<file path="config.mk">
export PLATFORM = sky130hd
export DESIGN_NAME = load_store_unit_flat
export DESIGN_NICKNAME = d
export VERILOG_FILES = /design/src/rtl/load_store_unit_if.sv /design/src/rtl/load_store_unit.sv /design/src/flat_wrapper.sv
export SDC_FILE = /design/constraint.sdc
export NUM_CORES = 1
export LEC_CHECK = 0
export ABC_AREA = 1
export BUFFER_PORTS_ARGS = -buffer_cell sky130_fd_sc_hd__clkbuf_2
export CORE_ASPECT_RATIO = 2
export CORE_MARGIN = 2
export CORE_UTILIZATION = 54
export CTS_CLUSTER_SIZE = 28
export DETAILED_ROUTE_END_ITERATION = 10
export PLACE_DENSITY = 0.91
export SYNTH_ARGS = -nofsm -noshare
export SYNTH_HDL_FRONTEND = slang
export SYNTH_SLANG_ARGS = --single-unit
</file>
<file path="constraint.sdc">
create_clock -name clk -period 6.15 [get_ports clk]
set_clock_uncertainty 0.1 [all_clocks]
set_input_delay 1.23 -clock clk [delete_from_list [all_inputs] [get_ports clk]]
set_output_delay 1.23 -clock clk [all_outputs]
set_load 0.1 [all_outputs]
</file>
<file path="src/rtl/load_store_unit_if.sv">
// ============================================================================
// Module   : load_store_unit_if
// Purpose  : Request, data-memory bus and response signals of the load/store unit.
// Revision : 1.0  initial release
// ============================================================================
`default_nettype none

interface load_store_unit_if;
  logic        req_valid;
  logic        req_ready;
  logic        req_we;
  logic [2:0]  req_funct3;
  logic [31:0] req_addr;
  logic [31:0] req_wdata;
  logic        mem_req;
  logic        mem_we;
  logic [31:0] mem_addr;
  logic [3:0]  mem_wstrb;
  logic [31:0] mem_wdata;
  logic        mem_ack;
  logic [31:0] mem_rdata;
  logic        resp_valid;
  logic        resp_err;
  logic [31:0] load_data;

  // master: the load/store unit; slave: execute stage plus data memory
  modport master (
    input  req_valid, req_we, req_funct3, req_addr, req_wdata, mem_ack, mem_rdata,
    output req_ready, mem_req, mem_we, mem_addr, mem_wstrb, mem_wdata,
           resp_valid, resp_err, load_data
  );

  modport slave (
    output req_valid, req_we, req_funct3, req_addr, req_wdata, mem_ack, mem_rdata,
    input  req_ready, mem_req, mem_we, mem_addr, mem_wstrb, mem_wdata,
           resp_valid, resp_err, load_data
  );
endinterface

`default_nettype wire

</file>
<file path="src/rtl/load_store_unit.sv">
// ============================================================================
// Module   : load_store_unit
// Purpose  : RV32I memory stage, single outstanding word bus access with timeout.
//            Define MISALIGN_TRAP_EN to reject misaligned half/word accesses.
// Revision : 1.0  initial release
// ============================================================================
`default_nettype none

module load_store_unit #(
  parameter int unsigned TIMEOUT = 255
) (
  input  logic                      clk,
  input  logic                      rst,
  load_store_unit_if.master         bus
);

  typedef enum logic [1:0] {
    ST_IDLE   = 2'd0,
    ST_ACCESS = 2'd1,
    ST_RESP   = 2'd2
  } state_e;

  localparam logic [16:0] TIMEOUT_C = 17'(TIMEOUT);

  state_e      state_q, state_d;
  logic [15:0] cnt_q, cnt_d;
  logic        mem_req_q, mem_req_d;
  logic        mem_we_q, mem_we_d;
  logic [31:0] mem_addr_q, mem_addr_d;
  logic [3:0]  mem_wstrb_q, mem_wstrb_d;
  logic [31:0] mem_wdata_q, mem_wdata_d;
  logic        resp_valid_q, resp_valid_d;
  logic        resp_err_q, resp_err_d;
  logic [31:0] load_data_q, load_data_d;
  logic [2:0]  funct3_q, funct3_d;
  logic [1:0]  off_q, off_d;

  logic        legal;
  logic        misaligned;
  logic [1:0]  off_eff;
  logic [3:0]  wstrb_new;
  logic [31:0] wdata_new;
  logic [31:0] rdata_shift;
  logic [15:0] rdata_half;
  logic [31:0] load_ext;
  logic [16:0] cnt_inc;

  // Request decode: legality, alignment, lane placement of store data
  always_comb begin
    if (bus.req_we)
      legal = (bus.req_funct3 == 3'b000) || (bus.req_funct3 == 3'b001) ||
              (bus.req_funct3 == 3'b010);
    else
      legal = (bus.req_funct3 == 3'b000) || (bus.req_funct3 == 3'b001) ||
              (bus.req_funct3 == 3'b010) || (bus.req_funct3 == 3'b100) ||
              (bus.req_funct3 == 3'b101);
`ifdef MISALIGN_TRAP_EN
    misaligned = ((bus.req_funct3[1:0] == 2'b01) && bus.req_addr[0]) ||
                 ((bus.req_funct3[1:0] == 2'b10) && (bus.req_addr[1:0] != 2'b00));
`else
    misaligned = 1'b0;
`endif
    off_eff   = 2'b00;
    wstrb_new = 4'b0000;
    wdata_new = bus.req_wdata;
    case (bus.req_funct3[1:0])
      2'b00: begin
        off_eff   = bus.req_addr[1:0];
        wstrb_new = 4'b0001 << bus.req_addr[1:0];
        wdata_new = {4{bus.req_wdata[7:0]}};
      end
      2'b01: begin
        off_eff   = {bus.req_addr[1], 1'b0};
        wstrb_new = 4'b0011 << {bus.req_addr[1], 1'b0};
        wdata_new = {2{bus.req_wdata[15:0]}};
      end
      default: begin
        off_eff   = 2'b00;
        wstrb_new = 4'b1111;
        wdata_new = bus.req_wdata;
      end
    endcase
    if (!bus.req_we)
      wstrb_new = 4'b0000;
  end

  // Load extraction from the latched offset and size
  always_comb begin
    rdata_shift = bus.mem_rdata >> {off_q, 3'b000};
    rdata_half  = off_q[1] ? bus.mem_rdata[31:16] : bus.mem_rdata[15:0];
    case (funct3_q)
      3'b000:  load_ext = {{24{rdata_shift[7]}}, rdata_shift[7:0]};
      3'b100:  load_ext = {24'd0, rdata_shift[7:0]};
      3'b001:  load_ext = {{16{rdata_half[15]}}, rdata_half};
      3'b101:  load_ext = {16'd0, rdata_half};
      default: load_ext = bus.mem_rdata;
    endcase
  end

  always_comb begin
    state_d      = state_q;
    cnt_d        = cnt_q;
    mem_req_d    = mem_req_q;
    mem_we_d     = mem_we_q;
    mem_addr_d   = mem_addr_q;
    mem_wstrb_d  = mem_wstrb_q;
    mem_wdata_d  = mem_wdata_q;
    resp_valid_d = 1'b0;
    resp_err_d   = 1'b0;
    load_data_d  = load_data_q;
    funct3_d     = funct3_q;
    off_d        = off_q;
    cnt_inc      = {1'b0, cnt_q} + 17'd1;

    case (state_q)
      ST_IDLE: begin
        if (bus.req_valid) begin
          if (!legal || misaligned) begin
            state_d      = ST_RESP;
            resp_valid_d = 1'b1;
            resp_err_d   = 1'b1;
            load_data_d  = 32'd0;
          end else begin
            state_d     = ST_ACCESS;
            cnt_d       = 16'd0;
            mem_req_d   = 1'b1;
            mem_we_d    = bus.req_we;
            mem_addr_d  = {bus.req_addr[31:2], 2'b00};
            mem_wstrb_d = wstrb_new;
            mem_wdata_d = wdata_new;
            funct3_d    = bus.req_funct3;
            off_d       = off_eff;
          end
        end
      end
      ST_ACCESS: begin
        // An ack in the expiry cycle still completes successfully
        if (bus.mem_ack) begin
          state_d      = ST_RESP;
          mem_req_d    = 1'b0;
          mem_we_d     = 1'b0;
          mem_wstrb_d  = 4'b0000;
          resp_valid_d = 1'b1;
          load_data_d  = mem_we_q ? 32'd0 : load_ext;
        end else if (cnt_inc == TIMEOUT_C) begin
          state_d      = ST_RESP;
          cnt_d        = cnt_inc[15:0];
          mem_req_d    = 1'b0;
          mem_we_d     = 1'b0;
          mem_wstrb_d  = 4'b0000;
          resp_valid_d = 1'b1;
          resp_err_d   = 1'b1;
          load_data_d  = 32'd0;
        end else begin
          cnt_d = cnt_inc[15:0];
        end
      end
      ST_RESP: begin
        state_d = ST_IDLE;
      end
      default: begin
        state_d = ST_IDLE;
      end
    endcase
  end

  always_ff @(posedge clk) begin
    if (rst) begin
      state_q      <= ST_IDLE;
      cnt_q        <= 16'd0;
      mem_req_q    <= 1'b0;
      mem_we_q     <= 1'b0;
      mem_addr_q   <= 32'd0;
      mem_wstrb_q  <= 4'd0;
      mem_wdata_q  <= 32'd0;
      resp_valid_q <= 1'b0;
      resp_err_q   <= 1'b0;
      load_data_q  <= 32'd0;
      funct3_q     <= 3'd0;
      off_q        <= 2'd0;
    end else begin
      state_q      <= state_d;
      cnt_q        <= cnt_d;
      mem_req_q    <= mem_req_d;
      mem_we_q     <= mem_we_d;
      mem_addr_q   <= mem_addr_d;
      mem_wstrb_q  <= mem_wstrb_d;
      mem_wdata_q  <= mem_wdata_d;
      resp_valid_q <= resp_valid_d;
      resp_err_q   <= resp_err_d;
      load_data_q  <= load_data_d;
      funct3_q     <= funct3_d;
      off_q        <= off_d;
    end
  end

  assign bus.req_ready  = (state_q == ST_IDLE) && !rst;
  assign bus.mem_req    = mem_req_q;
  assign bus.mem_we     = mem_we_q;
  assign bus.mem_addr   = mem_addr_q;
  assign bus.mem_wstrb  = mem_wstrb_q;
  assign bus.mem_wdata  = mem_wdata_q;
  assign bus.resp_valid = resp_valid_q;
  assign bus.resp_err   = resp_err_q;
  assign bus.load_data  = load_data_q;

endmodule

`default_nettype wire
</file>
<file path="src/flat_wrapper.sv">
// flat-port wrapper written by rule: the top's interface ports become plain ports
module load_store_unit_flat 
#(
  parameter int unsigned TIMEOUT = 255
)
  (clk, rst, bus_req_valid, bus_req_we, bus_req_funct3, bus_req_addr, bus_req_wdata, bus_mem_ack, bus_mem_rdata, bus_req_ready, bus_mem_req, bus_mem_we, bus_mem_addr, bus_mem_wstrb, bus_mem_wdata, bus_resp_valid, bus_resp_err, bus_load_data);
  load_store_unit_if bus_i ();
  input  logic clk;
  input  logic rst;
  input wire logic [$bits(bus_i.req_valid)-1:0] bus_req_valid;
  input wire logic [$bits(bus_i.req_we)-1:0] bus_req_we;
  input wire logic [$bits(bus_i.req_funct3)-1:0] bus_req_funct3;
  input wire logic [$bits(bus_i.req_addr)-1:0] bus_req_addr;
  input wire logic [$bits(bus_i.req_wdata)-1:0] bus_req_wdata;
  input wire logic [$bits(bus_i.mem_ack)-1:0] bus_mem_ack;
  input wire logic [$bits(bus_i.mem_rdata)-1:0] bus_mem_rdata;
  output wire logic [$bits(bus_i.req_ready)-1:0] bus_req_ready;
  output wire logic [$bits(bus_i.mem_req)-1:0] bus_mem_req;
  output wire logic [$bits(bus_i.mem_we)-1:0] bus_mem_we;
  output wire logic [$bits(bus_i.mem_addr)-1:0] bus_mem_addr;
  output wire logic [$bits(bus_i.mem_wstrb)-1:0] bus_mem_wstrb;
  output wire logic [$bits(bus_i.mem_wdata)-1:0] bus_mem_wdata;
  output wire logic [$bits(bus_i.resp_valid)-1:0] bus_resp_valid;
  output wire logic [$bits(bus_i.resp_err)-1:0] bus_resp_err;
  output wire logic [$bits(bus_i.load_data)-1:0] bus_load_data;
  assign bus_i.req_valid = bus_req_valid;
  assign bus_i.req_we = bus_req_we;
  assign bus_i.req_funct3 = bus_req_funct3;
  assign bus_i.req_addr = bus_req_addr;
  assign bus_i.req_wdata = bus_req_wdata;
  assign bus_i.mem_ack = bus_mem_ack;
  assign bus_i.mem_rdata = bus_mem_rdata;
  assign bus_req_ready = bus_i.req_ready;
  assign bus_mem_req = bus_i.mem_req;
  assign bus_mem_we = bus_i.mem_we;
  assign bus_mem_addr = bus_i.mem_addr;
  assign bus_mem_wstrb = bus_i.mem_wstrb;
  assign bus_mem_wdata = bus_i.mem_wdata;
  assign bus_resp_valid = bus_i.resp_valid;
  assign bus_resp_err = bus_i.resp_err;
  assign bus_load_data = bus_i.load_data;
  load_store_unit #(.TIMEOUT(TIMEOUT)) u_core (.clk(clk), .rst(rst), .bus(bus_i));
endmodule
</file>
### Yosys cells after proc, flatten, opt, wreduce, memory -nomap -nowiden

Index checks and enable logic that the tools add are counted.

* flip-flop bits (word level): 125
* bits of input ports: 104
* word-level logic and storage cells: 89
* output and inout port bits: 105

* mux-type cells: 42
* $add $sub $neg: 1
* equal/unequal tests: 15
* shift-type cells: 3
* reduce and logical (&&, ||, !) cells: 16

Operator list (count)
* 32-bit 2-to-1 mux: 5
* 32-bit case mux with 2 select lines: 2
* 32-bit case mux with 4 select lines: 1
* 16-bit 2-to-1 mux: 4
* 16-bit case mux with 2 select lines: 1
* 32-bit by 5-bit right shift with 8-bit output: 1
* 4-bit 2-to-1 mux: 5
* 16-bit by 1-bit adder with 17-bit output, second input constant: 1
* 17-bit by 8-bit equality test with 1-bit output, second input constant: 1
* 4-bit case mux with 2 select lines: 2
* 3-bit equality test, second input constant: 4
* 1-bit 2-to-1 mux: 12
* 4-bit AND reduction: 3
* 2-bit 2-to-1 mux: 4
* 1-bit case mux with 2 select lines: 4
* 2-bit case mux with 2 select lines: 2
* 3-bit by 1-bit equality test with 1-bit output, second input constant: 2
* 3-bit zero test: 2
* 2-bit inequality test, second input constant: 3
* 2-bit by 1-bit equality test with 1-bit output, second input constant: 2
* 2-bit zero test: 2
* 1-bit logical OR: 4
* 1-bit by 2-bit left shift with 4-bit output, first input constant: 1
* 2-bit by 2-bit left shift with 4-bit output, first input constant: 1
* 8 further kinds: 8

### Longest topological paths before layout

* depth after elaboration: 9
* gate-level depth with buffers: 16

### Worst setup path before layout

OpenSTA, ideal clock, no wires.

* kind: in2out
* start: input port rst
* end: output port bus_req_ready
* arrival: 2.861 ns
* slack: 1.959 ns
* required time: 4.820 ns
* cell stages on the path: 3
* cell sequence: clkbuf_1 -> clkbuf_1 -> nor2_1

* longest elaborated chain between the ends: 2

RTL lines
* start, declared: line flat_wrapper.sv:9 `input logic rst;`
* 1-bit zero test: line load_store_unit.sv:197 `assign bus.req_ready = (state_q == ST_IDLE) && !rst;`
* 1-bit logical AND: line load_store_unit.sv:197
* end, declared: line flat_wrapper.sv:17 `output wire logic [$bits(bus_i.req_ready)-1:0] bus_req_ready;`

No other way between the ends.

### Worst setup path after layout

* start: input port bus_req_funct3[1]
* end: register u_core.load_data_q[10], in the netlist u_core.bus.load_data[10]

* longest elaborated chain between the ends: 8

RTL lines
* start, declared: line flat_wrapper.sv:12 `input wire logic [$bits(bus_i.req_funct3)-1:0] bus_req_funct3;`
* 3-bit by 1-bit equality test with 1-bit output or 3-bit zero test (tied branches): line load_store_unit.sv:51, load_store_unit.sv:54
* 1-bit logical OR (2 in series): line load_store_unit.sv:51, load_store_unit.sv:54
* 1-bit logical OR (2 in series): line load_store_unit.sv:55 `(bus.req_funct3 == 3'b010) || (bus.req_funct3 == 3'b100) ||`
* 1-bit 2-to-1 mux *: line load_store_unit.sv:50 `if (bus.req_we)`
* 2-bit inequality test (no line) *
* 4-bit AND reduction (no line) *
* end signal, assigned: line load_store_unit.sv:191 `load_data_q <= load_data_d;`
* end, declared: line load_store_unit.sv:34 `logic [31:0] load_data_q, load_data_d;`

Mark *: on every way between the ends. The rest lies on a longest branch, timed or not.
A chain may end at the register's enable or synchronous reset.

==> run_summary.xml <==
<?xml version="1.0" encoding="UTF-8"?>
<metrics>
  <group name="logic_synthesis">
    <metric name="asr_flop_ratio_synth" unit="">0</metric>
    <metric name="post_synth.cell_area_avg" unit="µm²">7.130</metric>
    <metric name="synthesis.yosys.warnings" unit="">0</metric>
    <metric name="syn-instance-count" unit="">830</metric>
    <metric name="synth_area_leaders" unit="">dfxtp_1 (42%), a21oi_1 (10%), nand2_1 (8.8%)</metric>
    <metric name="ys_types" unit="">37</metric>
    <metric name="postSynthRegisterBits" unit="">125</metric>
    <metric name="synthFlopType" unit="">dfxtp_1</metric>
    <metric name="synthDominantAreaCellType" unit="">dfxtp_1</metric>
    <metric name="synth_edf_count" unit="">0</metric>
    <metric name="yosysSeqAreaShare" unit="">0.4228</metric>
    <metric name="synth_top_area_frac" unit="">0.4228</metric>
    <metric name="netlist_area" unit="µm²">5918</metric>
  </group>
  <group name="setup_path">
    <metric name="timing.rr.end" unit="">u_core.bus.load_data[5]</metric>
    <metric name="crit_type" unit="">primary input to flip-flop</metric>
    <metric name="arrival" unit="ps">3940</metric>
    <metric name="timing.critical_path.from" unit="">bus_req_funct3[1]</metric>
    <metric name="worst_setup_path_end_kind" unit="">flip-flop</metric>
    <metric name="max_stage_delay" unit="ps">740</metric>
    <metric name="cp_data_required_time" unit="ps">6310</metric>
    <metric name="reg2reg_from" unit="">u_core.state_q[0]</metric>
    <metric name="timing.critical_path.slowest_stage_cell" unit="">clkinv_1</metric>
    <metric name="cpLargestDelayFamily" unit="">buffers and inverters</metric>
    <metric name="critPathMaxFanout" unit="">35</metric>
    <metric name="crit_chain" unit="">clkbuf_2, inv_2, a21oi_1, inv_2, nor2_1, nand2_1, nand2_1, clkinv_1, nand3_1, a21oi_1</metric>
    <metric name="critical_path.n_buffers_inverters" unit="">4</metric>
    <metric name="ff2ff_setup_slack" unit="ps">3400</metric>
    <metric name="worstRegToRegCells" unit="">10</metric>
    <metric name="crit_path_start_kind" unit="">primary input</metric>
  </group>
  <group name="sta">
    <metric name="rsz_0062_raised_after_global_routing" unit="">no</metric>
    <metric name="holdWs" unit="ps">343.2</metric>
    <metric name="period_minus_slack" unit="ps">3780</metric>
    <metric name="hold_violations" unit="">0</metric>
    <metric name="report.final.setup_viol" unit="">0</metric>
    <metric name="tns" unit="ps">0</metric>
    <metric name="min_period_over_period" unit="">0.6146</metric>
    <metric name="count_of_final_max_slew_check_failures" unit="">0</metric>
    <metric name="timing.slew.headroom" unit="">0.1834</metric>
    <metric name="clock.fmax" unit="MHz">264.6</metric>
    <metric name="worst_slew_pin_slew" unit="ps">1224</metric>
  </group>
  <group name="routing">
    <metric name="vias" unit="">6501</metric>
    <metric name="detail_route.wirelength" unit="µm">17850</metric>
    <metric name="drt_iter0_drc" unit="">521</metric>
    <metric name="antenna_left" unit="">0</metric>
    <metric name="route.detailed.vias_per_inst" unit="">5.619</metric>
    <metric name="wl_per_cell" unit="µm">15.43</metric>
    <metric name="first_pass_iters" unit="">6</metric>
    <metric name="drcViolationCount" unit="">0</metric>
  </group>
  <group name="pwr">
    <metric name="power.switching" unit="mW">0.9551</metric>
    <metric name="pwr-share-clk" unit="">0.411</metric>
    <metric name="post-layout-total-power" unit="mW">2.636</metric>
    <metric name="power.share.combinational" unit="">0.250</metric>
    <metric name="internal_power" unit="mW">1.681</metric>
    <metric name="pwr_density_cell" unit="nW/µm²">348.4</metric>
    <metric name="proportion_of_power_drawn_by_flip_flops_and_latches" unit="">0.339</metric>
    <metric name="power_leakage" unit="nW">3.307</metric>
    <metric name="irDropWorstVdd" unit="mV">0.2864</metric>
    <metric name="sw_frac_of_total" unit="">0.3623</metric>
  </group>
  <group name="placement">
    <metric name="dp_hpwl" unit="µm">12620</metric>
    <metric name="routabilityCongestion" unit="">0.9489</metric>
    <metric name="placedInstanceArea" unit="µm²">6925</metric>
    <metric name="port_buffers" unit="">206</metric>
  </group>
  <group name="hold_path">
    <metric name="hold_path.startpoint" unit="">u_core.bus.mem_addr[16]</metric>
    <metric name="min_path_cells" unit="">2</metric>
    <metric name="timing.hold.worst_endpoint" unit="">u_core.bus.mem_addr[16]</metric>
    <metric name="class_of_the_tightest_hold_or_removal_check" unit="">flip-flop to flip-flop</metric>
  </group>
  <group name="clock_network">
    <metric name="worst_skew_pair.late_latency" unit="ps">420</metric>
    <metric name="clockRootBuffer" unit="">clkbuf_16</metric>
    <metric name="post_cts.resized_instances" unit="">0</metric>
    <metric name="cts_made_buffers" unit="">17</metric>
    <metric name="cts_hold_buffers" unit="">0</metric>
    <metric name="cts_tree" unit="">yes</metric>
    <metric name="htree_num_levels" unit="">4</metric>
    <metric name="postCtsSetupBuffers" unit="">0</metric>
    <metric name="clkSinkCount" unit="">125</metric>
    <metric name="max-clock-path-buffers" unit="">2</metric>
    <metric name="worst_setup_hold_path_clk_slew" unit="ps">60</metric>
  </group>
  <group name="floorplanning">
    <metric name="initial_core_util" unit="">0.5475</metric>
    <metric name="die_width" unit="µm">78.03</metric>
    <metric name="ioPinCount" unit="">209</metric>
    <metric name="core_area" unit="µm²">10810</metric>
    <metric name="row_count" unit="">54</metric>
    <metric name="die_h" unit="µm">152.1</metric>
    <metric name="die_area" unit="µm²">11860</metric>
  </group>
  <group name="grt">
    <metric name="grt_start_max_net_pins" unit="">121</metric>
    <metric name="antenna_found_initial" unit="">0</metric>
    <metric name="vias_in_the_first_global_route" unit="">5949</metric>
    <metric name="global_route.usage.total" unit="">0.2960</metric>
    <metric name="grt_first_pass_wirelength" unit="µm">28160</metric>
    <metric name="gr-total-overflow" unit="">0</metric>
  </group>
  <group name="cells_and_area">
    <metric name="area.growth.synth_to_final" unit="%">27.84</metric>
    <metric name="finalCoreUtilization" unit="">0.6999</metric>
    <metric name="stdcell_area" unit="µm²">7566</metric>
    <metric name="layout.filler_cells" unit="">932</metric>
    <metric name="antenna-diode-count" unit="">0</metric>
    <metric name="final_layout_size_suffix_gt1_frac" unit="">0.2616</metric>
    <metric name="nets" unit="">1110</metric>
  </group>
  <group name="outcome">
    <metric name="status" unit="">finished clean</metric>
  </group>
  <group name="job">
    <metric name="maxCapViolCount" unit="">0</metric>
  </group>
</metrics>
==> area by class of cell <==
| cell class | instances | area, µm² | share of cell area |
|---|---|---|---|
| Clock buffer | 20 | 456.7 | 0.06036 |
| Clock inverter | 12 | 183.9 | 0.02431 |
| Inverter | 94 | 352.8 | 0.04663 |
| Multi-Input combinational cell | 556 | 2834 | 0.3746 |
| Sequential cell | 125 | 2502 | 0.3307 |
| Tap cell | 140 | 175.2 | 0.02315 |
| Timing Repair Buffer | 210 | 1061 | 0.1402 |
==> cell usage after synthesis (3+ instances only) <==
master,n
a211oi_1,16
a21oi_1,118
nand3b_1,3
or2_2,3
o211ai_1,26
buf_2,12
nor2_1,36
nor3_1,16
a31oi_1,17
nand2_2,4
a211o_1,4
nor2_2,7
nand3_1,69
nand4_1,5
clkbuf_1,36
nand2_1,139
o21ai_0,76
inv_1,88
clkinv_1,4
dfxtp_1,125
buf_1,4
==> through the flow <==
step / setup slack [ps] / cells
CTS: 2426 / 1157
finish: 2370 / 1157
floorplan: 1959 / 831
detailed placement: 2014 / 1125
global route: 2083 / 1157
global placement: 2113 / 1125
==> cells in the final DEF, fill, tap and decap left out, types with 8 or more instances in the layout <==
cell / count
o211ai_1: 26
dfxtp_1: 125
clkbuf_2: 206
a31oi_1: 17
nor3_1: 16
a211oi_1: 16
a21oi_1: 118
nor2_1: 35
nor2_2: 8
inv_1: 88
clkbuf_16: 17
nand2_1: 139
nand3_1: 68
o21ai_0: 76
==> logic make-up (layout without fill, tap and decap cells) <==
logic type,after synthesis,in the layout,synth area share
and+or+nand+nor,287,287,0.2178
AOI/OAI and AO/OA,264,264,0.2516
buffers and inverters,150,336,0.1015
DFF,125,125,0.4228
adders and majority gates,2,2,0.004228
other,1,2,0.0006336
xor gates and xnor gates,1,1,0.001480
==> registers in the layout, summed over array words and instances, names as in the netlist <==
signal	cells
u_core.bus.load_data	32
u_core.bus.mem_addr	30
u_core.bus.mem_req	1
u_core.bus.mem_wdata	32
u_core.bus.mem_we	1
u_core.bus.mem_wstrb	4
u_core.bus.resp_err	1
u_core.bus.resp_valid	1
u_core.cnt_q	16
u_core.funct3_q	3
u_core.off_q	2
u_core.state_q	2
==> worst max path at each step <==
stage | end | slack [ps] | cells past startpoint
after floorplan | bus_req_ready | 1960 | 3
after global placement | u_core.bus.mem_addr[13] | 2110 | 7
after detailed placement | u_core.bus.load_data[10] | 2010 | 10
after CTS | u_core.bus.load_data[10] | 2430 | 10
after global routing | u_core.funct3_q[0] | 2080 | 7
final | u_core.bus.load_data[10] | 2370 | 10
==> routing by layer <==
| metal | track usage | vias to the layer above | wire (µm) |
|---|---|---|---|
| met4 | 0.1345 | 0 | 691 |
| met1 | 0.3082 | 2942 | 6299 |
| met3 | 0.06235 | 66 | 1226 |
| li1 | - | 3160 | - |
| met2 | 0.5517 | 333 | 9632 |
| met5 | 0 | - | 0 |
==> power by group through the flow <==
stage | combinational, mW | sequential, mW | clock [mW]
detailed placement | 0.654 | 0.911 | 0
floorplan | 0.190 | 1.24 | 0
CTS | 0.656 | 0.894 | 1.09
finish | 0.658 | 0.894 | 1.08
global route | 0.695 | 0.900 | 1.12
global placement | 0.647 | 0.909 | 0
==> tightest hold or removal path, cell delays in order (launching register included) <==
cell     delay [ps]
dfxtp_1         310
inv_1            40
a21oi_1          50
Power figures use the tool's default switching activity.
